--- src/rtl/md_frame_sequencer_if.sv ---
// Pixel-side bus of the motion-detection frame sequencer: run/motion inputs
// plus raster, ROI, per-frame count and alarm outputs.
interface md_frame_sequencer_if;
   logic        iENABLE;
   logic        iMOTION;
   logic        oRead;
   logic [10:0] oX;
   logic [9:0]  oY;
   logic        oROI;
   logic        oFRAME_START;
   logic [18:0] oMOTION_CNT;
   logic        oCNT_VLD;
   logic        oALARM;
   logic        oSPK;

   modport master (
      input  iENABLE, iMOTION,
      output oRead, oX, oY, oROI, oFRAME_START,
             oMOTION_CNT, oCNT_VLD, oALARM, oSPK
   );

   modport slave (
      output iENABLE, iMOTION,
      input  oRead, oX, oY, oROI, oFRAME_START,
             oMOTION_CNT, oCNT_VLD, oALARM, oSPK
   );
endinterface

--- src/rtl/md_frame_sequencer.sv ---
// Frame-level raster/ROI sequencer with per-frame hit counting and a held alarm.
// Optional speaker tone is built only when MD_SPEAKER_EN is defined.
module md_frame_sequencer #(
   parameter int H_ACTIVE    = 800,
   parameter int H_BLANK     = 256,
   parameter int V_ACTIVE    = 480,
   parameter int V_BLANK     = 45,
   parameter int ROI_X0      = 20,
   parameter int ROI_X1      = 780,
   parameter int ROI_Y0      = 20,
   parameter int ROI_Y1      = 460,
   parameter int DET_LAT     = 7,
   parameter int CNT_THRESH  = 64,
   parameter int HOLD_FRAMES = 30,
   parameter int TONE_DIV    = 2048
) (
   input  logic                 LCD_CTRL_CLK,
   input  logic                 iRST_N,
   md_frame_sequencer_if.master bus
);

   localparam logic [10:0] H_ACT_LAST = 11'(H_ACTIVE - 1);
   localparam logic [10:0] H_BLK_LAST = 11'(H_BLANK - 1);
   localparam logic [10:0] H_TOT_LAST = 11'(H_ACTIVE + H_BLANK - 1);
   localparam logic [9:0]  V_ACT_LAST = 10'(V_ACTIVE - 1);
   localparam logic [9:0]  V_BLK_LAST = 10'(V_BLANK - 1);
   localparam logic [10:0] EVAL_CYC   = 11'(DET_LAT + 1);
   localparam logic [10:0] ROI_X0_C   = 11'(ROI_X0);
   localparam logic [10:0] ROI_X1_C   = 11'(ROI_X1);
   localparam logic [9:0]  ROI_Y0_C   = 10'(ROI_Y0);
   localparam logic [9:0]  ROI_Y1_C   = 10'(ROI_Y1);
   localparam logic [18:0] THRESH     = 19'(CNT_THRESH);
   localparam logic [7:0]  HOLD_LOAD  = 8'(HOLD_FRAMES);

   typedef enum logic [1:0] {
      IDLE   = 2'd0,
      VBLANK = 2'd1,
      ACTIVE = 2'd2,
      HBLANK = 2'd3
   } seqState_t;

   seqState_t          state, stateNext;
   logic [10:0]        hCnt, hNext;
   logic [9:0]         vCnt, vNext;
   logic               evalArmed, evalArmedNext;
   logic               evalNow;
   logic               roiNext;
   logic [DET_LAT-1:0] roiPipe;
   logic               roiD;
   logic [18:0]        hitCnt;
   logic [7:0]         hold, holdNext;

   // hCnt counts cycles within the current line segment; vCnt is the blank
   // line index in VBLANK and the active row in ACTIVE/HBLANK.
   always_comb begin
      // NOTE: every signal written here gets a default first, so no latch is inferred.
      stateNext     = state;
      hNext         = hCnt;
      vNext         = vCnt;
      evalArmedNext = evalArmed;
      evalNow       = 1'b0;

      unique case (state)
         IDLE: begin
            if (bus.iENABLE) begin
               stateNext = VBLANK;
               hNext     = '0;
               vNext     = '0;
            end
         end

         VBLANK: begin
            evalNow = evalArmed && (vCnt == '0) && (hCnt == EVAL_CYC);
            if (evalNow) evalArmedNext = 1'b0;
            if (hCnt == H_TOT_LAST) begin
               hNext = '0;
               if (vCnt == V_BLK_LAST) begin
                  vNext     = '0;
                  stateNext = bus.iENABLE ? ACTIVE : IDLE;
               end else begin
                  vNext = vCnt + 10'd1;
               end
            end else begin
               hNext = hCnt + 11'd1;
            end
         end

         ACTIVE: begin
            if (hCnt == H_ACT_LAST) begin
               stateNext = HBLANK;
               hNext     = '0;
            end else begin
               hNext = hCnt + 11'd1;
            end
         end

         HBLANK: begin
            if (hCnt == H_BLK_LAST) begin
               hNext = '0;
               if (vCnt == V_ACT_LAST) begin
                  // Only a completed frame arms the evaluation in the next VBLANK.
                  stateNext     = VBLANK;
                  vNext         = '0;
                  evalArmedNext = 1'b1;
               end else begin
                  stateNext = ACTIVE;
                  vNext     = vCnt + 10'd1;
               end
            end else begin
               hNext = hCnt + 11'd1;
            end
         end

         default: stateNext = IDLE;
      endcase
   end

   assign roiNext = (stateNext == ACTIVE) &&
                    (hNext >= ROI_X0_C) && (hNext < ROI_X1_C) &&
                    (vNext >= ROI_Y0_C) && (vNext < ROI_Y1_C);

   assign roiD = roiPipe[DET_LAT-1];

   always_comb begin
      holdNext = hold;
      if (evalNow) begin
         if (hitCnt >= THRESH)  holdNext = HOLD_LOAD;
         else if (hold != '0)   holdNext = hold - 8'd1;
      end
   end

   // Outputs are loaded from next-state values so oX/oY/oROI/oFRAME_START
   // change on the same edge that raises oRead.
   always_ff @(posedge LCD_CTRL_CLK or negedge iRST_N) begin
      if (!iRST_N) begin
         state            <= IDLE;
         hCnt             <= '0;
         vCnt             <= '0;
         evalArmed        <= 1'b0;
         bus.oRead        <= 1'b0;
         bus.oX           <= '0;
         bus.oY           <= '0;
         bus.oROI         <= 1'b0;
         bus.oFRAME_START <= 1'b0;
      end else begin
         // NOTE: clocked state uses non-blocking assignments so every register samples pre-edge values.
         state            <= stateNext;
         hCnt             <= hNext;
         vCnt             <= vNext;
         evalArmed        <= evalArmedNext;
         bus.oRead        <= (stateNext == ACTIVE);
         bus.oROI         <= roiNext;
         bus.oFRAME_START <= (stateNext == ACTIVE) && (hNext == '0) && (vNext == '0);
         if (stateNext == ACTIVE) begin
            bus.oX <= hNext;
            bus.oY <= vNext;
         end
      end
   end

   // roiPipe[k] holds oROI from k+1 cycles ago, so roiD lines up with iMOTION.
   always_ff @(posedge LCD_CTRL_CLK or negedge iRST_N) begin
      if (!iRST_N) begin
         // NOTE: the ROI pipe is reset as well; stale taps would count phantom hits after a mid-frame reset.
         roiPipe <= '0;
      end else begin
         roiPipe[0] <= bus.oROI;
         for (int i = 1; i < DET_LAT; i++) roiPipe[i] <= roiPipe[i-1];
      end
   end

   always_ff @(posedge LCD_CTRL_CLK or negedge iRST_N) begin
      if (!iRST_N) begin
         hitCnt          <= '0;
         hold            <= '0;
         bus.oMOTION_CNT <= '0;
         bus.oCNT_VLD    <= 1'b0;
         bus.oALARM      <= 1'b0;
      end else begin
         bus.oCNT_VLD <= evalNow;
         hold         <= holdNext;
         bus.oALARM   <= (holdNext != '0);
         // A hit coinciding with evaluation is dropped along with the clear.
         if (evalNow) begin
            bus.oMOTION_CNT <= hitCnt;
            hitCnt          <= '0;
         end else if (roiD && bus.iMOTION) begin
            hitCnt <= hitCnt + 19'd1;
         end
      end
   end

`ifdef MD_SPEAKER_EN
   localparam int                TONE_W    = (TONE_DIV > 1) ? $clog2(TONE_DIV) : 1;
   localparam logic [TONE_W-1:0] TONE_LAST = TONE_W'(TONE_DIV - 1);

   logic [TONE_W-1:0] toneCnt;
   logic              tone;

   always_ff @(posedge LCD_CTRL_CLK or negedge iRST_N) begin
      if (!iRST_N) begin
         toneCnt <= '0;
         tone    <= 1'b0;
      end else if (toneCnt == TONE_LAST) begin
         toneCnt <= '0;
         tone    <= ~tone;
      end else begin
         toneCnt <= toneCnt + 1'b1;
      end
   end

   assign bus.oSPK = tone & bus.oALARM;
`else
   logic unusedToneCfg;
   assign unusedToneCfg = (TONE_DIV > 1);
   assign bus.oSPK      = 1'b0;
`endif

endmodule
--- src/flat_wrapper.sv ---
// flat-port wrapper written by rule: the top's interface ports become plain ports
module md_frame_sequencer_flat 
#(
   parameter int H_ACTIVE    = 800,
   parameter int H_BLANK     = 256,
   parameter int V_ACTIVE    = 480,
   parameter int V_BLANK     = 45,
   parameter int ROI_X0      = 20,
   parameter int ROI_X1      = 780,
   parameter int ROI_Y0      = 20,
   parameter int ROI_Y1      = 460,
   parameter int DET_LAT     = 7,
   parameter int CNT_THRESH  = 64,
   parameter int HOLD_FRAMES = 30,
   parameter int TONE_DIV    = 2048
)
  (LCD_CTRL_CLK, iRST_N, bus_iENABLE, bus_iMOTION, bus_oRead, bus_oX, bus_oY, bus_oROI, bus_oFRAME_START, bus_oMOTION_CNT, bus_oCNT_VLD, bus_oALARM, bus_oSPK);
  md_frame_sequencer_if bus_i ();
  input  logic LCD_CTRL_CLK;
  input  logic iRST_N;
  input wire logic [$bits(bus_i.iENABLE)-1:0] bus_iENABLE;
  input wire logic [$bits(bus_i.iMOTION)-1:0] bus_iMOTION;
  output wire logic [$bits(bus_i.oRead)-1:0] bus_oRead;
  output wire logic [$bits(bus_i.oX)-1:0] bus_oX;
  output wire logic [$bits(bus_i.oY)-1:0] bus_oY;
  output wire logic [$bits(bus_i.oROI)-1:0] bus_oROI;
  output wire logic [$bits(bus_i.oFRAME_START)-1:0] bus_oFRAME_START;
  output wire logic [$bits(bus_i.oMOTION_CNT)-1:0] bus_oMOTION_CNT;
  output wire logic [$bits(bus_i.oCNT_VLD)-1:0] bus_oCNT_VLD;
  output wire logic [$bits(bus_i.oALARM)-1:0] bus_oALARM;
  output wire logic [$bits(bus_i.oSPK)-1:0] bus_oSPK;
  assign bus_i.iENABLE = bus_iENABLE;
  assign bus_i.iMOTION = bus_iMOTION;
  assign bus_oRead = bus_i.oRead;
  assign bus_oX = bus_i.oX;
  assign bus_oY = bus_i.oY;
  assign bus_oROI = bus_i.oROI;
  assign bus_oFRAME_START = bus_i.oFRAME_START;
  assign bus_oMOTION_CNT = bus_i.oMOTION_CNT;
  assign bus_oCNT_VLD = bus_i.oCNT_VLD;
  assign bus_oALARM = bus_i.oALARM;
  assign bus_oSPK = bus_i.oSPK;
  md_frame_sequencer #(.H_ACTIVE(H_ACTIVE), .H_BLANK(H_BLANK), .V_ACTIVE(V_ACTIVE), .V_BLANK(V_BLANK), .ROI_X0(ROI_X0), .ROI_X1(ROI_X1), .ROI_Y0(ROI_Y0), .ROI_Y1(ROI_Y1), .DET_LAT(DET_LAT), .CNT_THRESH(CNT_THRESH), .HOLD_FRAMES(HOLD_FRAMES), .TONE_DIV(TONE_DIV)) u_core (.LCD_CTRL_CLK(LCD_CTRL_CLK), .iRST_N(iRST_N), .bus(bus_i));
endmodule
--- config.mk ---
export PLATFORM = sky130hd
export DESIGN_NAME = md_frame_sequencer_flat
export DESIGN_NICKNAME = d
export VERILOG_FILES = /design/src/rtl/md_frame_sequencer_if.sv /design/src/rtl/md_frame_sequencer.sv /design/src/flat_wrapper.sv
export SDC_FILE = /design/constraint.sdc
export NUM_CORES = 1
export LEC_CHECK = 0
export CAP_MARGIN = 30
export CORE_UTILIZATION = 45
export DETAILED_ROUTE_END_ITERATION = 10
export GPL_ROUTABILITY_DRIVEN = 0
export HOLD_SLACK_MARGIN = 0.06
export PLACE_DENSITY = 0.65
export RECOVER_POWER = 25
export SYNTH_ARGS = -nofsm -noshare
export SYNTH_HDL_FRONTEND = slang
export SYNTH_SLANG_ARGS = --single-unit
--- constraint.sdc ---
create_clock -name LCD_CTRL_CLK -period 4 [get_ports LCD_CTRL_CLK]
set_clock_uncertainty 0.05 [all_clocks]
set_input_delay 0.8 -clock LCD_CTRL_CLK [delete_from_list [all_inputs] [get_ports LCD_CTRL_CLK]]
set_output_delay 0.8 -clock LCD_CTRL_CLK [all_outputs]
set_load 0.02 [all_outputs]
[After elaboration in Yosys (flattened, before gate mapping)]
Cells that the tools add are included.
Word-level totals
  input port bits: 4
  register bits: 103
  output and inout bits: 46
  memory bits (writable): 0
  memory bits (read-only): 0
  memories kept: 0
  word-level logic and storage cells: 84
  bits in latches: 0
Cells by class
  $mul: 0
  div/mod/pow operators: 0
  reduce and logical (&&, ||, !) cells: 18
  equality and inequality tests: 13
  bitwise gates (word level): 0
  shifts and indexed selects: 0
  $add $sub $neg: 4
  $lt $le $gt $ge: 5
  mux-type cells: 29
Operators with widths (number)
  two-way mux 10 bit: 5
  two-way mux 11 bit: 4
  one-hot mux 11 bit (4 select lines): 1
  two-way mux 19 bit: 2
  one-hot mux 10 bit (3 select lines): 1
  two-way mux 8 bit: 3
  zero test 10 bit: 2
  adder 19 x 1 -> 19 bit (second input constant): 1
  >= comparator 19 x 7 -> 1 bit (second input constant): 1
  nonzero test 8 bit: 2
  two-way mux 2 bit: 7
  adder 11 x 1 -> 11 bit (second input constant): 1
  == test 11 x 10 -> 1 bit (second input constant): 1
  == test 11 bit (second input constant): 1
  == test 11 x 4 -> 1 bit (second input constant): 1
  == test 11 x 8 -> 1 bit (second input constant): 1
  >= comparator 11 x 5 -> 1 bit (second input constant): 1
  zero test 11 bit: 1
  < comparator 11 x 10 -> 1 bit (second input constant): 1
  adder 10 x 1 -> 10 bit (second input constant): 1
  == test 10 x 6 -> 1 bit (second input constant): 1
  == test 10 x 9 -> 1 bit (second input constant): 1
  >= comparator 10 x 5 -> 1 bit (second input constant): 1
  < comparator 10 x 9 -> 1 bit (second input constant): 1
  11 further kinds: 27

[Logic depth before layout (Yosys ltp)]
Gate-level depths: netlist (run 1).
  depth after elaboration: 9
  gate-level depth with buffers: 11
  mapped depth without buffers: 10

[Least setup slack after synthesis (run 1)]
Ideal clock, no wire load.
  kind: register to register
  start point: reg u_core.vCnt[0]
  end point: reg u_core.bus.oY[3]
  clock period less this slack: 3.287 ns
  stages on the path, launching flop included: 11
  slack: 0.713 ns
  setup time: 0.125 ns
  data arrival time: 3.112 ns
  required time: 3.825 ns
  buffers on the path: 2
  cells stage by stage: dfrtp_1 inv_1 ha_1 or4b_4 or3_4 o311a_1 or3_4 or3_1 buf_6 buf_8 mux2_4
On the way
  word-level cells in the longest chain between the ends: 5
  elaborated cells on any way between the ends: 14
  classes of those cells: add/sub (1); eq/ne (3); mux (10)
Ends and longest elaborated chain
  from (decl): line md_frame_sequencer.sv:44  | logic [9:0] vCnt, vNext;
  from (signal assigned): line md_frame_sequencer.sv:149  | vCnt <= vNext;
  == test 10 x 9 -> 1 bit / == test 10 x 6 -> 1 bit (equally long branches): line md_frame_sequencer.sv:100, md_frame_sequencer.sv:77
  two-way mux 2 bit, on equally long branches: line md_frame_sequencer.sv:100, md_frame_sequencer.sv:77
  two-way mux 2 bit, on equally long branches: line md_frame_sequencer.sv:98, md_frame_sequencer.sv:75
  one-hot mux 2 bit (4 select lines) (*): line md_frame_sequencer.sv:63  | unique case (state)
  named net u_core.stateNext[0]: line md_frame_sequencer.sv:42  | seqState_t state, stateNext;
  == test 2 bit (*): line md_frame_sequencer.sv:154  | if (stateNext == ACTIVE) begin
  to (signal assigned): line md_frame_sequencer.sv:156  | bus.oY <= vNext;
  to (decl): line md_frame_sequencer_if.sv:18  | output oRead, oX, oY, oROI, oFRAME_START,
Mark *: on every way through the listed nets, which the timed path passes. The rest lies on a longest branch.
A chain may end at the register's enable or synchronous reset.

[Worst setup path after layout (run 1)]
  start point: reg u_core.vCnt[0]
  end point: reg u_core.bus.oY[0]
The elaborated chain is that of the path after synthesis.

==> reports/results.tsv, run 1 <==
stage	metric	value	unit
die	die_area	12300	um^2
run	max-cap-violations	1	
setup_path	r2r_end	u_core.bus.oY[0]	
sta	tightest_slew	1720	ps
finish	final_common_cell	dfrtp_1	
synth	synth_cell_types	65	
sta	setup_tns	0	ps
pwr	power.density	310	nW/um^2
synth	yosysWarnings	0	
global_route	track_usage	0.213	
route	vias	4491	
synth	yosysSeqAreaShare	0.484	
placement	portBuffers	48	
pwr	ir_drop	0.316	mV
setup_path	cp_cell_sequence	inv_1, ha_1, or4b_4, or3_4, o311a_1, or3_4, or3_1, buf_4, inv_1, mux2_2	
finish	num_antenna_cells	0	
clock_network	cts_tree	done	
setup_path	cp-end-kind	register	
sta	final-hold-violation-count	0	
pwr	leakagePower	2.80	nW
die	die_width	111	um
route	postRouteAntennaNets	0	
clock_network	postCtsSetupBuffers	0	
route	drcViolationCount	0	
sta	grt_setup_unrepaired	false	
setup_path	critPathLaunch	u_core.vCnt[0]	
clock_network	ctsHoldBuffers	0	
sta	slew_headroom	-0.148	
setup_path	cp_max_fo	19	
route	wl_per_cell	16.5	um
die	fp-row-count	39	
setup_path	worstPathArrival	3740	ps
route	vias_per_cell	5.88	
worst_hold_path	worstHoldPathCells	0	
finish	drive_above_1_share	0.0773	
setup_path	crit_required	4190	ps
clock_network	clock-sinks	103	
die	pin_count	50	
global_route	antenna_found_initial	0	
finish	seqCellArea	2580	um^2
synth	async_flop_share	1.00	
clock_network	htree_num_levels	3	
clock_network	cts_buffer_depth	2	
setup_path	crit_end	u_core.bus.oY[0]	
synth	synth.avg_cell_area	9.20	um^2
outcome	run_status	finished with violations	
global_route	grt_pass1_wl	21100	um
route	routed_wl	12600	um
sta	layout_min_cycle_time	3550	ps
die	die_h	111	um
route	drtPass1Iterations	5	
synth	dominantRegCellSynth	dfrtp_1	
global_route	grt_max_degree	71	
route	drtIter0Drc	406	
setup_path	max_stage_delay	460	ps
setup_path	r2r_slack	450	ps
finish	num-nets-final	628	
finish	fill_cells	1046	
sta	fmax	281	MHz
global_route	globalRouteOverflowTotal	0	
global_route	grt_pass1_vias	4263	
setup_path	slowest_stage	dfrtp_1	
setup_path	worstSetupStartpointType	register	
synth	netlist_area	5330	um^2
sta	slew_violations	71	
clock_network	numCtsBuffers	9	
placement	place_area	5900	um^2
die	coreArea	11500	um^2
synth	postSynthCellCount	579	
sta	min_period_over_period	0.889	
setup_path	worst_r2r_path_depth	10	
clock_network	clk_pin_slew	70	ps
die	start_util	0.464	
finish	design_area	6190	um^2
worst_hold_path	hold_class	register to register	
synth	ys_ff_latch	103	
clock_network	root_buffer	clkbuf_16	
sta	finalSetupViolations	0	
finish	multi_input_area	2520	um^2
finish	final_cell_mix	dfrtp_1, nand2_1, clkdlybuf4s50_1	
outcome	violations	max-capacitance violations, max-slew violations	
setup_path	path_class	register to register	
clock_network	postCtsResizedCells	0	
setup_path	reg2reg_from	u_core.vCnt[0]	
placement	hpwl	8900	um
synth	synthesis.nets	591	
synth	synth_edf_count	0	
finish	area_delta_synth_final	16.3	%
clock_network	clock_latency	360	ps
[flip-flops by register name (all words and copies together) (netlist names)]
signal / count
u_core.bus.oCNT_VLD: 1
u_core.hCnt: 11
u_core.bus.oMOTION_CNT: 19
u_core.vCnt: 10
u_core.bus.oRead: 1
u_core.bus.oY: 10
u_core.hitCnt: 19
u_core.evalArmed: 1
u_core.bus.oFRAME_START: 1
u_core.roiPipe: 7
u_core.state: 2
u_core.hold: 8
u_core.bus.oROI: 1
u_core.bus.oALARM: 1
u_core.bus.oX: 11
[area by class of cell]
| type | instances | share of cell area |
|---|---|---|
| Inverter | 21 | 0.0127 |
| Multi-Input combinational cell | 423 | 0.407 |
| Timing Repair Buffer | 58 | 0.0889 |
| Clock buffer | 10 | 0.0386 |
| Clock inverter | 6 | 0.00808 |
| Tap cell | 143 | 0.0289 |
| Sequential cell | 103 | 0.416 |
[worst min path at each step]
stage / start / end
3_3_place_gp: u_core.roiPipe[0] / u_core.roiPipe[1]
2_1_floorplan: u_core.roiPipe[0] / u_core.roiPipe[1]
4_1_cts: u_core.roiPipe[5] / u_core.roiPipe[6]
5_1_grt: u_core.roiPipe[2] / u_core.roiPipe[3]
3_5_place_dp: u_core.roiPipe[5] / u_core.roiPipe[6]
6_report: u_core.roiPipe[5] / u_core.roiPipe[6]
[cells in the mapped netlist, types with 2 or more instances]
| library cell | number | area (um^2) |
|---|---|---|
| dfrtp_1 | 103 | 2580 |
| xor2_1 | 10 | 87.6 |
| a21o_1 | 3 | 22.5 |
| clkbuf_1 | 24 | 90.1 |
| nor2_1 | 36 | 135 |
| a22o_1 | 4 | 35.0 |
| and3_1 | 5 | 31.3 |
| or2_2 | 2 | 12.5 |
| a211oi_1 | 2 | 15.0 |
| buf_1 | 3 | 11.3 |
| xnor2_1 | 13 | 114 |
| or3_1 | 12 | 75.1 |
| a21oi_1 | 29 | 145 |
| o21a_1 | 3 | 22.5 |
| o2111ai_1 | 2 | 17.5 |
| or4b_2 | 3 | 30.0 |
| a211o_1 | 3 | 26.3 |
| nand3_1 | 24 | 120 |
| nand2_1 | 98 | 368 |
| o32ai_1 | 2 | 17.5 |
| o22ai_1 | 3 | 18.8 |
| nor2b_1 | 6 | 37.5 |
| o21ai_0 | 39 | 195 |
| nand2b_1 | 5 | 31.3 |
| ha_1 | 8 | 100 |
| or3_4 | 2 | 22.5 |
| nor3_1 | 20 | 100 |
| and2_1 | 5 | 31.3 |
| inv_1 | 21 | 78.8 |
| nor4_1 | 9 | 56.3 |
| nand4b_1 | 3 | 26.3 |
| a221o_1 | 3 | 30.0 |
| buf_6 | 2 | 22.5 |
| o31ai_1 | 7 | 52.6 |
| a21boi_0 | 2 | 15.0 |
| a31oi_1 | 5 | 31.3 |
| and4_1 | 11 | 96.3 |
| or4_1 | 3 | 22.5 |
| mux2_4 | 4 | 60.1 |
| mux2_2 | 4 | 45.0 |
| nand4_1 | 12 | 75.1 |
[where the power goes]
group	leakage (nW)	switching, mW	internal (mW)	total, mW
combinational	1.33	0.0226	0.00422	0.0268
sequential	1.33	0	1.04	1.04
clock	0.147	0.406	0.449	0.855
[cells by family after synthesis]
family | count (synthesis) | synth area share
adders and majority gates | 8 | 0.0188
AOI/OAI and AO/OA | 119 | 0.142
and+or+nand+nor | 263 | 0.252
other | 1 | 0.000704
DFF | 103 | 0.484
buffers and inverters | 53 | 0.0432
muxes | 9 | 0.0216
xor gates and xnor gates | 23 | 0.0378
[worst max-delay path, delay by kind of cell (launching register included)]
kind                     cells  cell delay [ps]
AO/OA/AOI/OAI                1              340
adder cells (fa/ha/maj)      1              140
buffers and inverters        3              470
flip-flops                   1              460
multiplexers                 1              340
AND/OR/NAND/NOR              4             1640
[metal layers]
metal / vias to the layer above / routed length (um) / global-route usage
li1: 2128 / - / -
met1: 2181 / 5660 / 0.279
met2: 156 / 6050 / 0.338
met3: 26 / 703 / 0.0558
met4: 0 / 211 / 0.0791
met5: - / 0 / 0
[per-stage QoR]
step	cells	setup slack, ps	util	power [mW]	hold slack (ps)
floorplan	579	713	-	1.06	281
global placement	747	541	0.515	1.09	286
detailed placement	747	471	0.515	1.09	286
CTS	763	456	0.540	1.95	302
global route	764	264	0.540	1.99	311
finish	764	446	0.540	1.92	300
(Power assumes the default switching activity.)
==> inputs of run 2 (changes only) <==
--- a/config.mk
+++ b/config.mk
@@ -5,11 +5,12 @@
 export SDC_FILE = /design/constraint.sdc
 export NUM_CORES = 1
 export LEC_CHECK = 0
-export CAP_MARGIN = 30
+export CAP_MARGIN = 10
 export CORE_UTILIZATION = 45
 export DETAILED_ROUTE_END_ITERATION = 10
 export GPL_ROUTABILITY_DRIVEN = 0
 export HOLD_SLACK_MARGIN = 0.06
+export MAX_ROUTING_LAYER = met4
 export PLACE_DENSITY = 0.65
 export RECOVER_POWER = 25
 export SYNTH_ARGS = -nofsm -noshare
==> run 2 against run 1 <==
The flow still finishes with violations (max-capacitance violations, max-slew violations). Power rose by 0.16%. Register-to-register slack barely moved. Sequential share of layout area rose by 0.051 points. Flip-flop and latch count did not move. Final area fell by 0.12%. Sequential power barely moved. Fmax rose by 0.26%. Non-clock buffer count fell by 1. Clock power rose by 0.5%. Wire length fell by 0.76%. Largest cell class unchanged.
==> reports/results.tsv, run 2 (synthesized netlist as in run 1, its figures left out) <==
stage	metric	value	unit
setup_path	cp-end-kind	register	
route	wl_per_cell	16.4	um
global_route	antenna_found_initial	0	
clock_network	numCtsBuffers	9	
sta	min_period_over_period	0.886	
sta	final-hold-violation-count	0	
setup_path	slowest_stage	dfrtp_1	
finish	num_antenna_cells	0	
clock_network	htree_num_levels	3	
route	wl_met2	5950	um
die	die_area	12300	um^2
route	postRouteAntennaNets	0	
finish	design_area	6190	um^2
sta	slew_headroom	-0.156	
route	drtIter0Drc	339	
clock_network	ctsHoldBuffers	0	
sta	tightest_slew	1730	ps
clock_network	postCtsSetupBuffers	0	
sta	slew_violations	71	
clock_network	clk_pin_slew	70	ps
sta	worst_slack	455	ps
clock_network	cts_buffer_depth	2	
finish	drive_above_1_share	0.0758	
placement	dp_worst_setup_slack	471	ps
die	start_util	0.464	
pwr	p_comb_frac	0.013	
pwr	pwr-share-seq	0.541	
finish	num-nets-final	627	
finish	fill_cells	1047	
placement	dp_cells	747	
global_route	globalRouteOverflowTotal	0	
die	die_width	111	um
sta	grt_setup_unrepaired	false	
sta	finalSetupViolations	0	
sta	setup_tns	0	ps
pwr	netSwitchingFraction	0.224	
finish	final_common_cell	dfrtp_1	
pwr	leakagePower	2.80	nW
pwr	clkPwrFrac	0.446	
placement	hpwl	8900	um
sta	fmax	282	MHz
route	drcViolationCount	0	
setup_path	max_stage_delay	460	ps
die	fp-row-count	39	
worst_hold_path	hold_class	register to register	
route	routed_wl	12500	um
sta	layout_min_cycle_time	3550	ps
setup_path	worstPathArrival	3740	ps
finish	final_cell_mix	dfrtp_1, nand2_1, clkdlybuf4s50_1	
route	maxUsedRoutingLayer	met4	
pwr	ir_drop	0.314	mV
outcome	run_status	finished with violations	
setup_path	path_class	register to register	
placement	place_area	5900	um^2
route	dr_wl_met3	698	um
finish	top_regs	u_core.bus.oMOTION_CNT x19, u_core.hitCnt x19	
route	vias	4469	
route	drtPass1Iterations	7	
global_route	track_usage	0.219	
setup_path	crit_required	4190	ps
pwr	power.density	311	nW/um^2
global_route	grt_max_degree	71	
pwr	switching_power	0.432	mW
route	vias_per_cell	5.86	
die	pin_count	50	
route	wl_met1	5530	um
finish	area_delta_synth_final	16.2	%
finish	seqCellArea	2580	um^2
placement	portBuffers	48	
clock_network	postCtsResizedCells	0	
pwr	power.internal	1.49	mW
clock_network	root_buffer	clkbuf_16	
global_route	grt_pass1_vias	4262	
clock_network	clock-sinks	103	
global_route	grt_pass1_wl	21100	um
setup_path	cp_cell_sequence	inv_1, ha_1, or4b_4, or3_4, o311a_1, or3_4, or3_1, buf_4, inv_1, mux2_2	
die	die_h	111	um
die	coreArea	11500	um^2
clock_network	clock_latency	360	ps
setup_path	worstSetupStartpointType	register	
finish	multi_input_area	2520	um^2
finish	stdcell_count	763	
setup_path	cp_max_fo	19	
outcome	violations	max-capacitance violations, max-slew violations	
clock_network	cts_tree	done	
run	max-cap-violations	1	
## run 2: routing by layer
layer | GRT usage | vias up
li1 | - | 2121
met1 | 0.279 | 2144
met2 | 0.338 | 166
met3 | 0.0514 | 38
met4 | 0.0871 | 0
met5 | - | -
## run 2: area by class of cell
cell class,instances,area share
Timing Repair Buffer,57,0.0878
Sequential cell,103,0.417
Inverter,21,0.0127
Multi-Input combinational cell,423,0.407
Clock inverter,6,0.00809
Clock buffer,10,0.0386
Tap cell,143,0.0289
## run 2: metrics by stage
step	utilization	total power, mW	hold slack, ps
2_1_floorplan	-	1.06	281
5_1_grt	0.540	1.99	311
3_3_place_gp	0.515	1.09	286
6_report	0.540	1.93	299
4_1_cts	0.540	1.95	302
3_5_place_dp	0.515	1.09	286
## run 2: critical path, delay by kind of cell, from the launching register on
kind | cells | cell delay (ps)
simple gates | 4 | 1640
buf+inv | 3 | 470
flops | 1 | 460
compound gates | 1 | 340
mux | 1 | 340
fa+ha+maj | 1 | 140
## run 2: path summary, 6_finish.rpt
check / to / slack, ps / start / cells past startpoint
max in group asynchronous: u_core.hCnt[10] / 1960 / iRST_N / 2
setup / recovery: u_core.bus.oY[0] / 450 / u_core.vCnt[0] / 10
hold / removal: u_core.roiPipe[6] / 300 / u_core.roiPipe[5] / 0
min in group asynchronous: u_core.bus.oMOTION_CNT[13] / 830 / iRST_N / 1
setup reg to reg: u_core.bus.oY[0] / 450 / u_core.vCnt[0] / 10
hold reg to reg: u_core.roiPipe[6] / 300 / u_core.roiPipe[5] / 0
## run 2: power groups by stage
stage	combinational (mW)	clock, mW	sequential [mW]
5_1_grt	0.0312	0.919	1.04
4_1_cts	0.0279	0.877	1.04
2_1_floorplan	0.00198	0	1.06
6_report	0.0260	0.859	1.04
3_5_place_dp	0.0281	0	1.06
3_3_place_gp	0.0276	0	1.06
==> inputs of run 3 (changes only) <==
--- a/config.mk
+++ b/config.mk
@@ -9,6 +9,7 @@
 export CORE_UTILIZATION = 45
 export DETAILED_ROUTE_END_ITERATION = 10
 export GPL_ROUTABILITY_DRIVEN = 0
+export GPL_TIMING_DRIVEN = 0
 export HOLD_SLACK_MARGIN = 0.06
 export MAX_ROUTING_LAYER = met4
 export PLACE_DENSITY = 0.65
==> run 3 against run 2 <==
The run still ends with max-capacitance violations, max-slew violations left. Non-clock buffer count increased by 24. Flip-flop and latch count unchanged. Worst hold slack worse by 0.69 ps. Sequential power about the same. Register-to-register slack got worse by 240 ps. Fmax is 6.5% lower. Final area is 2.1% higher. Combinational power grew 10%. Count of clock-buffer cells in the layout unchanged. Largest cell class unchanged. Largest power group unchanged.
==> reports/results.tsv, run 3 (synthesized netlist as in run 1, its figures left out) <==
stage	metric	value	unit
placement	dp_cells	771	
finish	num-nets-final	651	
die	die_area	12300	um^2
route	routed_wl	12700	um
setup_path	cp-end-kind	register	
global_route	grt_max_degree	65	
sta	layout_min_cycle_time	3790	ps
finish	num_antenna_cells	0	
route	drtIter0Drc	374	
route	wl_per_cell	16.2	um
placement	portBuffers	48	
route	drtPass1Iterations	5	
clock_network	cts_tree	done	
setup_path	worstSetupStartpointType	register	
die	fp-row-count	39	
finish	stdcell_count	787	
global_route	track_usage	0.225	
setup_path	worstPathArrival	3930	ps
finish	top_regs	u_core.bus.oMOTION_CNT x19, u_core.hitCnt x19	
sta	finalSetupViolations	0	
clock_network	postCtsSetupBuffers	0	
finish	final_cell_mix	dfrtp_1, nand2_1, clkdlybuf4s50_1	
route	postRouteAntennaNets	0	
outcome	violations	max-capacitance violations, max-slew violations	
sta	slew_violations	40	
placement	hpwl	9210	um
global_route	grt_pass1_wl	21900	um
pwr	power.internal	1.54	mW
clock_network	root_buffer	clkbuf_16	
outcome	run_status	finished with violations	
die	start_util	0.464	
pwr	power.density	309	nW/um^2
clock_network	clk_pin_slew	70	ps
pwr	clkPwrFrac	0.453	
setup_path	path_class	register to register	
route	drcViolationCount	0	
pwr	power	1.95	mW
die	die_h	111	um
setup_path	slowest_stage	nor4_1	
sta	worst_slack	210	ps
pwr	switching_power	0.418	mW
placement	dp_worst_setup_slack	35.9	ps
sta	tightest_slew	2200	ps
route	vias_per_cell	5.74	
setup_path	crit_required	4140	ps
pwr	ir_drop	0.338	mV
clock_network	ctsHoldBuffers	0	
run	max-cap-violations	1	
pwr	leakagePower	2.82	nW
setup_path	crit_path_frequent_cell	or3_4	
die	coreArea	11500	um^2
worst_hold_path	hold_class	register to register	
sta	grt_setup_unrepaired	false	
sta	fmax	264	MHz
setup_path	cp_max_fo	8	
clock_network	clock-sinks	103	
die	die_width	111	um
pwr	netSwitchingFraction	0.214	
worst_hold_path	worstHoldPathCells	0	
setup_path	max_stage_delay	470	ps
global_route	antenna_found_initial	0	
clock_network	cts_buffer_depth	2	
clock_network	clock_latency	360	ps
pwr	p_comb_frac	0.015	
clock_network	htree_num_levels	3	
sta	min_period_over_period	0.947	
setup_path	worst_r2r_path_depth	11	
route	vias	4517	
setup_path	cp_cell_sequence	inv_1, ha_1, or4b_4, or3_4, o311a_1, or3_4, or3_1, buf_6, nor2_4, nand2_1, nor4_1	
sta	slew_headroom	-0.469	
finish	finish.utilization	0.551	
global_route	grt_pass1_vias	4414	
finish	drive_above_1_share	0.0652	
pwr	pwr-share-seq	0.533	
global_route	globalRouteOverflowTotal	0	
die	pin_count	50	
finish	area_delta_synth_final	18.6	%
sta	final-hold-violation-count	0	
finish	final_common_cell	dfrtp_1	
clock_network	numCtsBuffers	9	
## run 3: cell types whose count changed in the layout (fill, tap and decap cells not counted), sizes merged
cell,delta
clkbuf,+24
clkinv,-2
clkinvlp,+2
bufinv,+1
inv,-1
## run 3: through the flow
step,hold slack (ps),setup TNS [ps],cell area [um^2]
4_1_cts,300,0,6310
6_report,299,0,6320
5_1_grt,304,0,6320
3_3_place_gp,284,-184160,5980
3_5_place_dp,285,0,6010
2_1_floorplan,281,0,5330
## run 3: final cells by class
class / count / area [um^2]
fill: 1044 / 5150
sequential: 103 / 2580
multi-input combinational: 423 / 2530
timing repair buffer: 49 / 502
clock buffer: 10 / 229
tap: 143 / 179
buffer: 32 / 151
inverter: 21 / 78.8
clock inverter: 6 / 67.6
## run 3: critical path: cells and delay by family, from the launching register on
kind	cells	cell delay, ps
compound gates	1	350
fa+ha+maj	1	170
buf+inv	2	290
flops	1	460
simple gates	7	2310
## run 3: worst paths after layout
check	slack, ps	from	to
setup / recovery	210	u_core.vCnt[0]	u_core.bus.oROI
hold / removal	300	u_core.roiPipe[1]	u_core.roiPipe[2]
setup reg to reg	210	u_core.vCnt[0]	u_core.bus.oROI
hold reg to reg	300	u_core.roiPipe[1]	u_core.roiPipe[2]
max in group asynchronous	1590	iRST_N	u_core.hold[3]
min in group asynchronous	1040	iRST_N	u_core.bus.oMOTION_CNT[10]
## run 3: repair_timing
item,4_1_cts,5_1_grt
endpoints found under the hold margin,0,0
resized for setup,0,2
setup endpoints to repair,0,1
## run 3: power groups by stage
stage | Clock [mW] | Combinational (mW) | Sequential, mW
3_3_place_gp | 0 | 0.0272 | 1.06
4_1_cts | 0.910 | 0.0307 | 1.04
5_1_grt | 0.952 | 0.0337 | 1.04
2_1_floorplan | 0 | 0.00198 | 1.06
3_5_place_dp | 0 | 0.0306 | 1.06
6_report | 0.884 | 0.0287 | 1.04
## run 3: metal layers
metal,wire length (um),global-route usage
met3,647,0.0503
met5,0,-
met1,5770,0.290
met4,238,0.0747
met2,6090,0.352
